===== src/rtl/traffic_pkg.sv =====
// traffic_pkg: shared phase encoding and lamp drive constants for the intersection scheduler
package traffic_pkg;
   typedef enum logic [2:0] {
      OFF  = 3'd0,
      NS_G = 3'd1,
      NS_Y = 3'd2,
      AR1  = 3'd3,
      EW_G = 3'd4,
      EW_Y = 3'd5,
      AR2  = 3'd6
   } phase_e;
   localparam logic [2:0] RED  = 3'b100;
   localparam logic [2:0] YEL  = 3'b010;
   localparam logic [2:0] GRN  = 3'b001;
   localparam logic [2:0] DARK = 3'b000;
endpackage


===== src/rtl/phase_timer.sv =====
// phase_timer: tick-enabled up-counter with clear, holding at dur-1 so done stays asserted while resting
module phase_timer #(
   parameter int W = 4
) (
   input  logic         clk,
   input  logic         rst,
   input  logic         tick,
   input  logic         clr,
   input  logic [W-1:0] dur,
   output logic [W-1:0] count,
   output logic         done
);
   assign done = count == dur - W'(1);
   always_ff @(posedge clk)
      if (rst || clr) count <= '0;
      else if (tick && !done) count <= count + W'(1);
endmodule


===== src/rtl/intersection_scheduler.sv =====
// intersection_scheduler: two-way signal controller with side-street demand, pedestrian walk and dark mode
module intersection_scheduler
   import traffic_pkg::*;
#(
   parameter int GREEN_TICKS  = 8,
   parameter int YELLOW_TICKS = 2,
   parameter int ALLRED_TICKS = 1,
   parameter int WALK_TICKS   = 4,
   parameter int TIMER_W      = 4
) (
   input  logic       clk,
   input  logic       rst,
   input  logic       tick,
   input  logic       off,
   input  logic       ped_ns,
   input  logic       ped_ew,
   input  logic       car_ew,
   output logic [2:0] ns_rgy,
   output logic [2:0] ew_rgy,
   output logic       walk_ns,
   output logic       walk_ew,
   output logic       buzz_en,
   output logic [2:0] phase
);
   localparam logic [TIMER_W-1:0] G_DUR = TIMER_W'(GREEN_TICKS);
   localparam logic [TIMER_W-1:0] Y_DUR = TIMER_W'(YELLOW_TICKS);
   localparam logic [TIMER_W-1:0] A_DUR = TIMER_W'(ALLRED_TICKS);
   localparam logic [TIMER_W-1:0] W_END = TIMER_W'(WALK_TICKS > 0 ? WALK_TICKS - 1 : 0);
   localparam logic W_ON = WALK_TICKS > 0;
   phase_e state, next;
   logic [TIMER_W-1:0] count, dur;
   logic done, expire, pend_ns, pend_ew, enter_ns, enter_ew;
   logic [2:0] ns_n, ew_n;
   logic walk_ns_n, walk_ew_n;
   assign dur = (state == NS_G || state == EW_G) ? G_DUR :
                (state == NS_Y || state == EW_Y) ? Y_DUR : A_DUR;
   assign expire = tick && done;
   assign enter_ns = next == NS_G && state != NS_G;
   assign enter_ew = next == EW_G && state != EW_G;
   assign phase = state;
   assign buzz_en = walk_ns | walk_ew;
   phase_timer #(.W(TIMER_W)) u_timer (
      .clk   (clk),
      .rst   (rst),
      .tick  (tick),
      .clr   (next != state),
      .dur   (dur),
      .count (count),
      .done  (done)
   );
   always_ff @(posedge clk)
      if (rst) state <= AR2;
      else state <= next;
   always_comb begin
      next = state;
      if (off) next = OFF;
      else
         case (state)
            OFF:     next = AR2;
            AR2:     if (expire) next = NS_G;
            NS_G:    if (expire && (car_ew || pend_ew || pend_ns)) next = NS_Y;
            NS_Y:    if (expire) next = AR1;
            AR1:     if (expire) next = EW_G;
            EW_G:    if (expire) next = EW_Y;
            EW_Y:    if (expire) next = AR2;
            default: next = AR2;
         endcase
   end
   // Outputs are decoded from next so the registers line up with the state register
   always_comb begin
      ns_n = next == OFF ? DARK : next == NS_G ? GRN : next == NS_Y ? YEL : RED;
      ew_n = next == OFF ? DARK : next == EW_G ? GRN : next == EW_Y ? YEL : RED;
      walk_ns_n = next == NS_G && (enter_ns ? pend_ns && W_ON : walk_ns && !(tick && count == W_END));
      walk_ew_n = next == EW_G && (enter_ew ? pend_ew && W_ON : walk_ew && !(tick && count == W_END));
   end
   always_ff @(posedge clk)
      if (rst) begin
         pend_ns <= 1'b0;
         pend_ew <= 1'b0;
         ns_rgy  <= RED;
         ew_rgy  <= RED;
         walk_ns <= 1'b0;
         walk_ew <= 1'b0;
      end else begin
         pend_ns <= !enter_ns && (pend_ns || ped_ns);
         pend_ew <= !enter_ew && (pend_ew || ped_ew);
         ns_rgy  <= ns_n;
         ew_rgy  <= ew_n;
         walk_ns <= walk_ns_n;
         walk_ew <= walk_ew_n;
      end
endmodule


===== config.mk =====
export PLATFORM = sky130hd
export DESIGN_NAME = intersection_scheduler
export DESIGN_NICKNAME = d
export VERILOG_FILES = /design/src/rtl/traffic_pkg.sv /design/src/rtl/phase_timer.sv /design/src/rtl/intersection_scheduler.sv
export SDC_FILE = /design/constraint.sdc
export NUM_CORES = 1
export LEC_CHECK = 0
export BUFFER_PORTS_ARGS = -buffer_cell sky130_fd_sc_hd__buf_2
export CAP_MARGIN = 40
export CORE_MARGIN = 8
export CORE_UTILIZATION = 48
export CTS_BUF_LIST = sky130_fd_sc_hd__clkbuf_4 sky130_fd_sc_hd__clkbuf_8 sky130_fd_sc_hd__clkbuf_16
export DETAILED_ROUTE_END_ITERATION = 12
export HOLD_SLACK_MARGIN = 0.1
export PLACE_DENSITY = 0.83
export SYNTH_ARGS = -nofsm -noshare
export SYNTH_HDL_FRONTEND = slang
export SYNTH_SLANG_ARGS = --single-unit
export TNS_END_PERCENT = 50

===== constraint.sdc =====
create_clock -name clk -period 1.65 [get_ports clk]
set_input_delay 0.165 -clock clk [delete_from_list [all_inputs] [get_ports clk]]
set_output_delay 0.165 -clock clk [all_outputs]
set_load 0.005 [all_outputs]

==> flow_metrics.tcl, run 1 <==
set metrics [dict create \
    rrSetupSlack_ps -150 \
    status "finished, violations left" \
    gr-total-overflow 0 \
    post-route-drc-count 0 \
    grt_setup_unrepaired "true" \
    fmax_mhz 556 \
    cp.required_ps 1900 \
    maxSlewHeadroom_pct 70.4 \
    tns_ps -1330 \
    rr_startpoint "phase[0]$_SDFF_PP0_" \
    dr.pass1.iters 4 \
    clk_path_buf_depth 2 \
    numPortBuffers 18 \
    synth_fp_nets 128 \
    maxCapViolCount 0 \
    ys_types 48 \
    worstHoldPathType "input pin to flip-flop" \
    die_area_mm2 0.00391 \
    path_clk_slew_ps 100 \
    power_leakage_nw 0.598 \
    post-route-util_pct 68.0 \
    synth.avg_cell_area_um2 8.65 \
    die_w_um 62.5 \
    wl_per_cell_um 15.7 \
    critPathKind "flip-flop to flip-flop" \
    grt_pass1_vias 1073 \
    layout_min_cycle_time_ps 1800 \
    vias_per_cell 5.64 \
    critPathCaptureType "flip-flop" \
    insertion_delay_ps 300 \
    vias 1054 \
    first_iter_violations 66 \
    grtUsageTotal_pct 14.7 \
    cts-root-buf "clkbuf_4" \
    hold_viol 0 \
    wirelength_mm 2.94 \
    place_congestion 0.892 \
    synth_top_cell_by_area "dfxtp_1" \
    ir_drop_mv 0.608 \
    dp_hpwl_mm 2.15 \
    r2r-end "ns_rgy[1]$_SDFF_PP0_" \
    antenna_cells 0 \
    yosysSeqAreaShare_pct 32.8 \
    fin_crit_sh_pct 109 \
    tightestPinTransition_ps 440 \
    power.density_mw_per_mm2 743 \
    min_to "pend_ew$_SDFF_PP0_" \
    yosys-top-cells-area "dfxtp_1 33%, nor2_1 5.8%, a211oi_1 3.6%" \
    netlist_area_mm2 0.00104 \
    place_ws_ps -165 \
    antenna_found_initial 0 \
    grt_max_degree 18 \
    ys_warn_count 0 \
    async_flop_share_pct 0 \
    die_height_um 62.5 \
    fillers 188 \
    synth.most_common_cell "dfxtp_1" \
    core_area_mm2 0.00213 \
    finalClockSkew_ps 4.60 \
    drive_above_1_share_pct 42.1 \
    synth_top_area_share_pct 32.8 \
    hp-start "ped_ew" \
    cts-buffers-inserted 3 \
    setup_viol 15 \
    violations "negative setup slack" \
    rows 17 \
    synth_common_cells "17 x dfxtp_1, 16 x nor2_1, 6 x nor3_1" \
    ant_nets 0 \
    crit_path_max_fanout 5 \
    cts_max_level 1 \
    grt_pass1_wl_mm 4.80 \
    ys.flop_type "dfxtp_1" \
    finalWorstSetupSlack_ps -147 \
    cts_tree "done" \
    area_growth_pct 39.3 \
    synthCells 120 \
    start_kind "flip-flop" \
    floorplan.initialDensity_pct 48.8 \
    synth_edf_count 0 \
    slew_viol_final 0 \
    arrival_ps 2050 \
    io_pins 19 \
    nNetsFinal 168 \
    yosys_register_bits 17 \
    cts_sinks 17 \
    hold_depth 3 \
    rr_worst_depth 7 \
]
## sequential cells by signal, summed over array words and instances, names as in the netlist
name	count
pend_ew	1
phase	3
u_timer.count	4
ew_rgy	3
pend_ns	1
ns_rgy	3
walk_ew	1
walk_ns	1
## power by group
group	internal [mW]	total (mW)	switching (mW)
clock network	0.111	0.248	0.138
registers	0.434	0.453	0.0195
logic	0.178	0.373	0.195
## per-stage QoR
step                hold slack (ps)  power, mW  instance area, µm²  instances
floorplan                       238      0.661                1050        120
detailed placement              418      0.776                1280        180
global placement                409      0.764                1280        180
finish                          134       1.07                1450        187
global route                    149       1.13                1450        187
CTS                             140       1.03                1350        186
## per-layer routing
| metal | track usage [%] | wire length [µm] | up-vias |
|---|---|---|---|
| li1 | - | - | 532 |
| met1 | 16.1 | 1240 | 495 |
| met2 | 26.3 | 1530 | 22 |
| met3 | 4.12 | 122 | 5 |
| met4 | 4.84 | 44 | 0 |
| met5 | 0 | 0 | - |
## critical path, cell delays in order (launching register included)
cell and delay (ps):
dfxtp_4 380, buf_6 110, nand4bb_1 130, o22ai_2 270, a32oi_4 180, buf_6 180
a221oi_4 270, o2111a_1 220
## timing repair
item | in CTS | in global routing
hold buffers | 1 | 0
pin swaps | 4 | 8
gates cloned | 0 | 0
setup endpoints to repair | 15 | 17
buffers inserted | 1 | 1
endpoints found under the hold margin | 1 | 0
resized for setup | 5 | 14
## worst max path at each step
stage	from	to	slack [ps]	cells past startpoint
after floorplan	phase[2]$_SDFF_PP1_	ns_rgy[0]$_SDFF_PP0_	-50	6
after CTS	phase[2]$_SDFF_PP1_	ns_rgy[0]$_SDFF_PP0_	-160	6
after detailed placement	phase[2]$_SDFF_PP1_	ns_rgy[1]$_SDFF_PP0_	-160	7
after global routing	phase[2]$_SDFF_PP1_	ns_rgy[1]$_SDFF_PP0_	-220	7
after global placement	phase[2]$_SDFF_PP1_	ew_rgy[2]$_SDFF_PP1_	-60	7
final	phase[0]$_SDFF_PP0_	ns_rgy[1]$_SDFF_PP0_	-150	7
## cell usage in the layout, fill, tap and decap left out, types with 2 or more instances in the layout
master	count
o21ai_0	3
nor2b_1	5
a211o_1	2
nor2_1	16
xnor2_1	2
a21oi_1	5
buf_6	3
xor2_1	2
inv_1	4
buf_4	20
nor3_1	5
nand2_1	5
clkbuf_4	4
dfxtp_2	4
dfxtp_1	12
nor3_2	2
or2_2	2
a221oi_2	2
nand3_1	3
buf_2	18
a211oi_1	4
## cell families after synthesis
kind of cell / count (synthesis) / synth area share, %
and+or+nand+nor: 50 / 26.1
AOI/OAI and AO/OA: 33 / 27.2
DFF: 17 / 32.8
xor gates and xnor gates: 5 / 4.22
muxes: 2 / 1.93
buffers and inverters: 12 / 6.50
adders and majority gates: 1 / 1.20
## final cells by class
| type | count | area [µm²] | share of cell area [%] |
|---|---|---|---|
| inverters | 5 | 18.8 | 1.30 |
| repair buffers | 42 | 284 | 19.6 |
| well taps | 28 | 35.0 | 2.42 |
| multi-input cells | 91 | 729 | 50.4 |
| flip-flops and latches | 17 | 349 | 24.1 |
| clock buffers | 4 | 30.0 | 2.08 |
Power figures use the tool's default switching activity.
==> inputs of run 2 (changes only) <==
Settings changed: PLACE_DENSITY 0.83 to 0.76.
==> run 2 against run 1 <==
Compared with the run above: the flow still finishes with violations (negative setup slack); core utilization fell by 1.4 points; power rose by 0.29%; clock power barely moved; via count rose by 3.5%; critical path depth fell by 1; cell count fell by 1.1%; largest power group unchanged; highest routed layer unchanged; clock-buffer cell count did not move; register-to-register slack barely moved; worst setup slack got worse by 2.1 ps.
==> flow_metrics.tcl, run 2 (synthesized netlist as in run 1, its figures left out) <==
set metrics [dict create \
    layout_min_cycle_time_ps 1800 \
    largest_reg_flops 4 \
    clk_path_buf_depth 2 \
    critical_path_buf_inv_count 2 \
    arrival_ps 2030 \
    status "finished, violations left" \
    vias_per_cell 5.90 \
    grt_max_degree 19 \
    grtUsageMet1_pct 16.5 \
    regMostFlops "u_timer.count" \
    power.density_mw_per_mm2 761 \
    grt-busiest-layer "met2" \
    cts_tree "done" \
    core_area_mm2 0.00213 \
    antenna_cells 0 \
    tightestPinTransition_ps 413 \
    place_congestion 0.882 \
    worstHoldPathType "input pin to flip-flop" \
    io_pins 19 \
    maxCapViolCount 0 \
    dp_hpwl_mm 2.18 \
    cpPeakStageDelay_ps 370 \
    rows 17 \
    ir_drop_mv 0.513 \
    r2r-end "u_timer.count[0]$_SDFFE_PP0P_" \
    grtUsageMet2_pct 25.5 \
    grt_pass1_wl_mm 4.84 \
    critPathKind "flip-flop to flip-flop" \
    gr-total-overflow 0 \
    min_to "pend_ew$_SDFF_PP0_" \
    numPortBuffers 18 \
    power_leakage_nw 0.579 \
    start_kind "flip-flop" \
    post-route-drc-count 0 \
    area_growth_pct 36.4 \
    fin_crit_sh_pct 109 \
    antenna_found_initial 0 \
    nNetsFinal 166 \
    slew_viol_final 0 \
    final_cell_mix "18 x buf_2, 17 x buf_4, 15 x nor2_1" \
    violations "negative setup slack" \
    drive_above_1_share_pct 41.4 \
    cts_sinks 17 \
    setup_viol 15 \
    post-route-util_pct 66.6 \
    met3_usage_pct 4.30 \
    dr.pass1.iters 4 \
    crit_path_max_fanout 18 \
    cts-root-buf "clkbuf_4" \
    slowest_stage "a221oi_1" \
    finalClockSkew_ps 12.8 \
    cp.required_ps 1880 \
    cts_max_level 1 \
    first_iter_violations 51 \
    cp_top_family "compound AO/OA/AOI/OAI gates" \
    maxSlewHeadroom_pct 72.4 \
    place_ws_ps -232 \
    floorplan.initialDensity_pct 48.8 \
    hold_depth 3 \
    ant_nets 0 \
    hp-start "ped_ew" \
    rr_startpoint "phase[2]$_SDFF_PP1_" \
    rr_worst_depth 6 \
    rrSetupSlack_ps -150 \
    final_common_cell "buf_2" \
    die_height_um 62.5 \
    vias 1091 \
    hold_viol 0 \
    fmax_mhz 556 \
    cts-buffers-inserted 3 \
    path_clk_slew_ps 100 \
    grt_pass1_vias 1071 \
    die_w_um 62.5 \
    grt_setup_unrepaired "true" \
    wl_per_cell_um 16.8 \
    crit_path_cell_trace "buf_4, buf_4, or2_2, a221oi_1, o221ai_2, nor2_1" \
    die_area_mm2 0.00391 \
    cp_common_cell "buf_4" \
    insertion_delay_ps 300 \
    finalWorstSetupSlack_ps -149 \
    wirelength_mm 3.11 \
    p_total_mw 1.08 \
    tns_ps -1680 \
    critPathCaptureType "flip-flop" \
    grtUsageTotal_pct 14.5 \
]
==> run 2: metrics by stage <==
stage | std cells | area, µm² | hold WS [ps]
global route | 185 | 1420 | 158
finish | 185 | 1420 | 133
global placement | 179 | 1270 | 410
detailed placement | 179 | 1270 | 417
CTS | 185 | 1360 | 124
floorplan | 120 | 1050 | 238
==> run 2: routing by layer <==
layer,vias to the layer above,share of wire [%]
li1,522,-
met1,516,41
met2,44,50
met3,9,7.1
met4,0,2.3
met5,-,0
==> run 2: worst min-delay path, delay by kind of cell <==
kind            cells  cell delay [ps]
buf+inv             1               90
simple gates        1               80
compound gates      1               60
==> run 2: area by class of cell <==
| class | count | area [µm²] |
|---|---|---|
| Clock buffer | 4 | 30.0 |
| Fill cell | 183 | 711 |
| Inverter | 5 | 22.5 |
| Multi-Input combinational cell | 91 | 707 |
| Sequential cell | 17 | 349 |
| Tap cell | 28 | 35.0 |
| Timing Repair Buffer | 40 | 273 |
==> run 2: report_power, final <==
group / leakage (nW) / internal, mW / switching [mW]
clock: 0.0184 / 0.111 / 0.135
sequential: 0.140 / 0.433 / 0.0176
combinational: 0.420 / 0.179 / 0.203
==> run 2: worst max path at each step <==
stage / to / depth (start not counted) / startpoint / slack [ps]
2_1_floorplan: ns_rgy[0]$_SDFF_PP0_ / 6 / phase[2]$_SDFF_PP1_ / -50
3_3_place_gp: ns_rgy[0]$_SDFF_PP0_ / 6 / phase[2]$_SDFF_PP1_ / -130
3_5_place_dp: ns_rgy[2]$_SDFF_PP1_ / 6 / phase[2]$_SDFF_PP1_ / -230
4_1_cts: phase[0]$_SDFF_PP0_ / 6 / phase[0]$_SDFF_PP0_ / -130
5_1_grt: walk_ew$_SDFF_PP0_ / 6 / phase[0]$_SDFF_PP0_ / -210
6_report: u_timer.count[0]$_SDFFE_PP0P_ / 6 / phase[2]$_SDFF_PP1_ / -150
==> run 2: timing repair <==
item                       4_1_cts  5_1_grt
setup endpoints to repair       17       17
hold buffers                     1        0
setup buffers                    1        0
hold endpoints to repair         1        0
pin swaps                        6        3
gates resized for setup          8       12
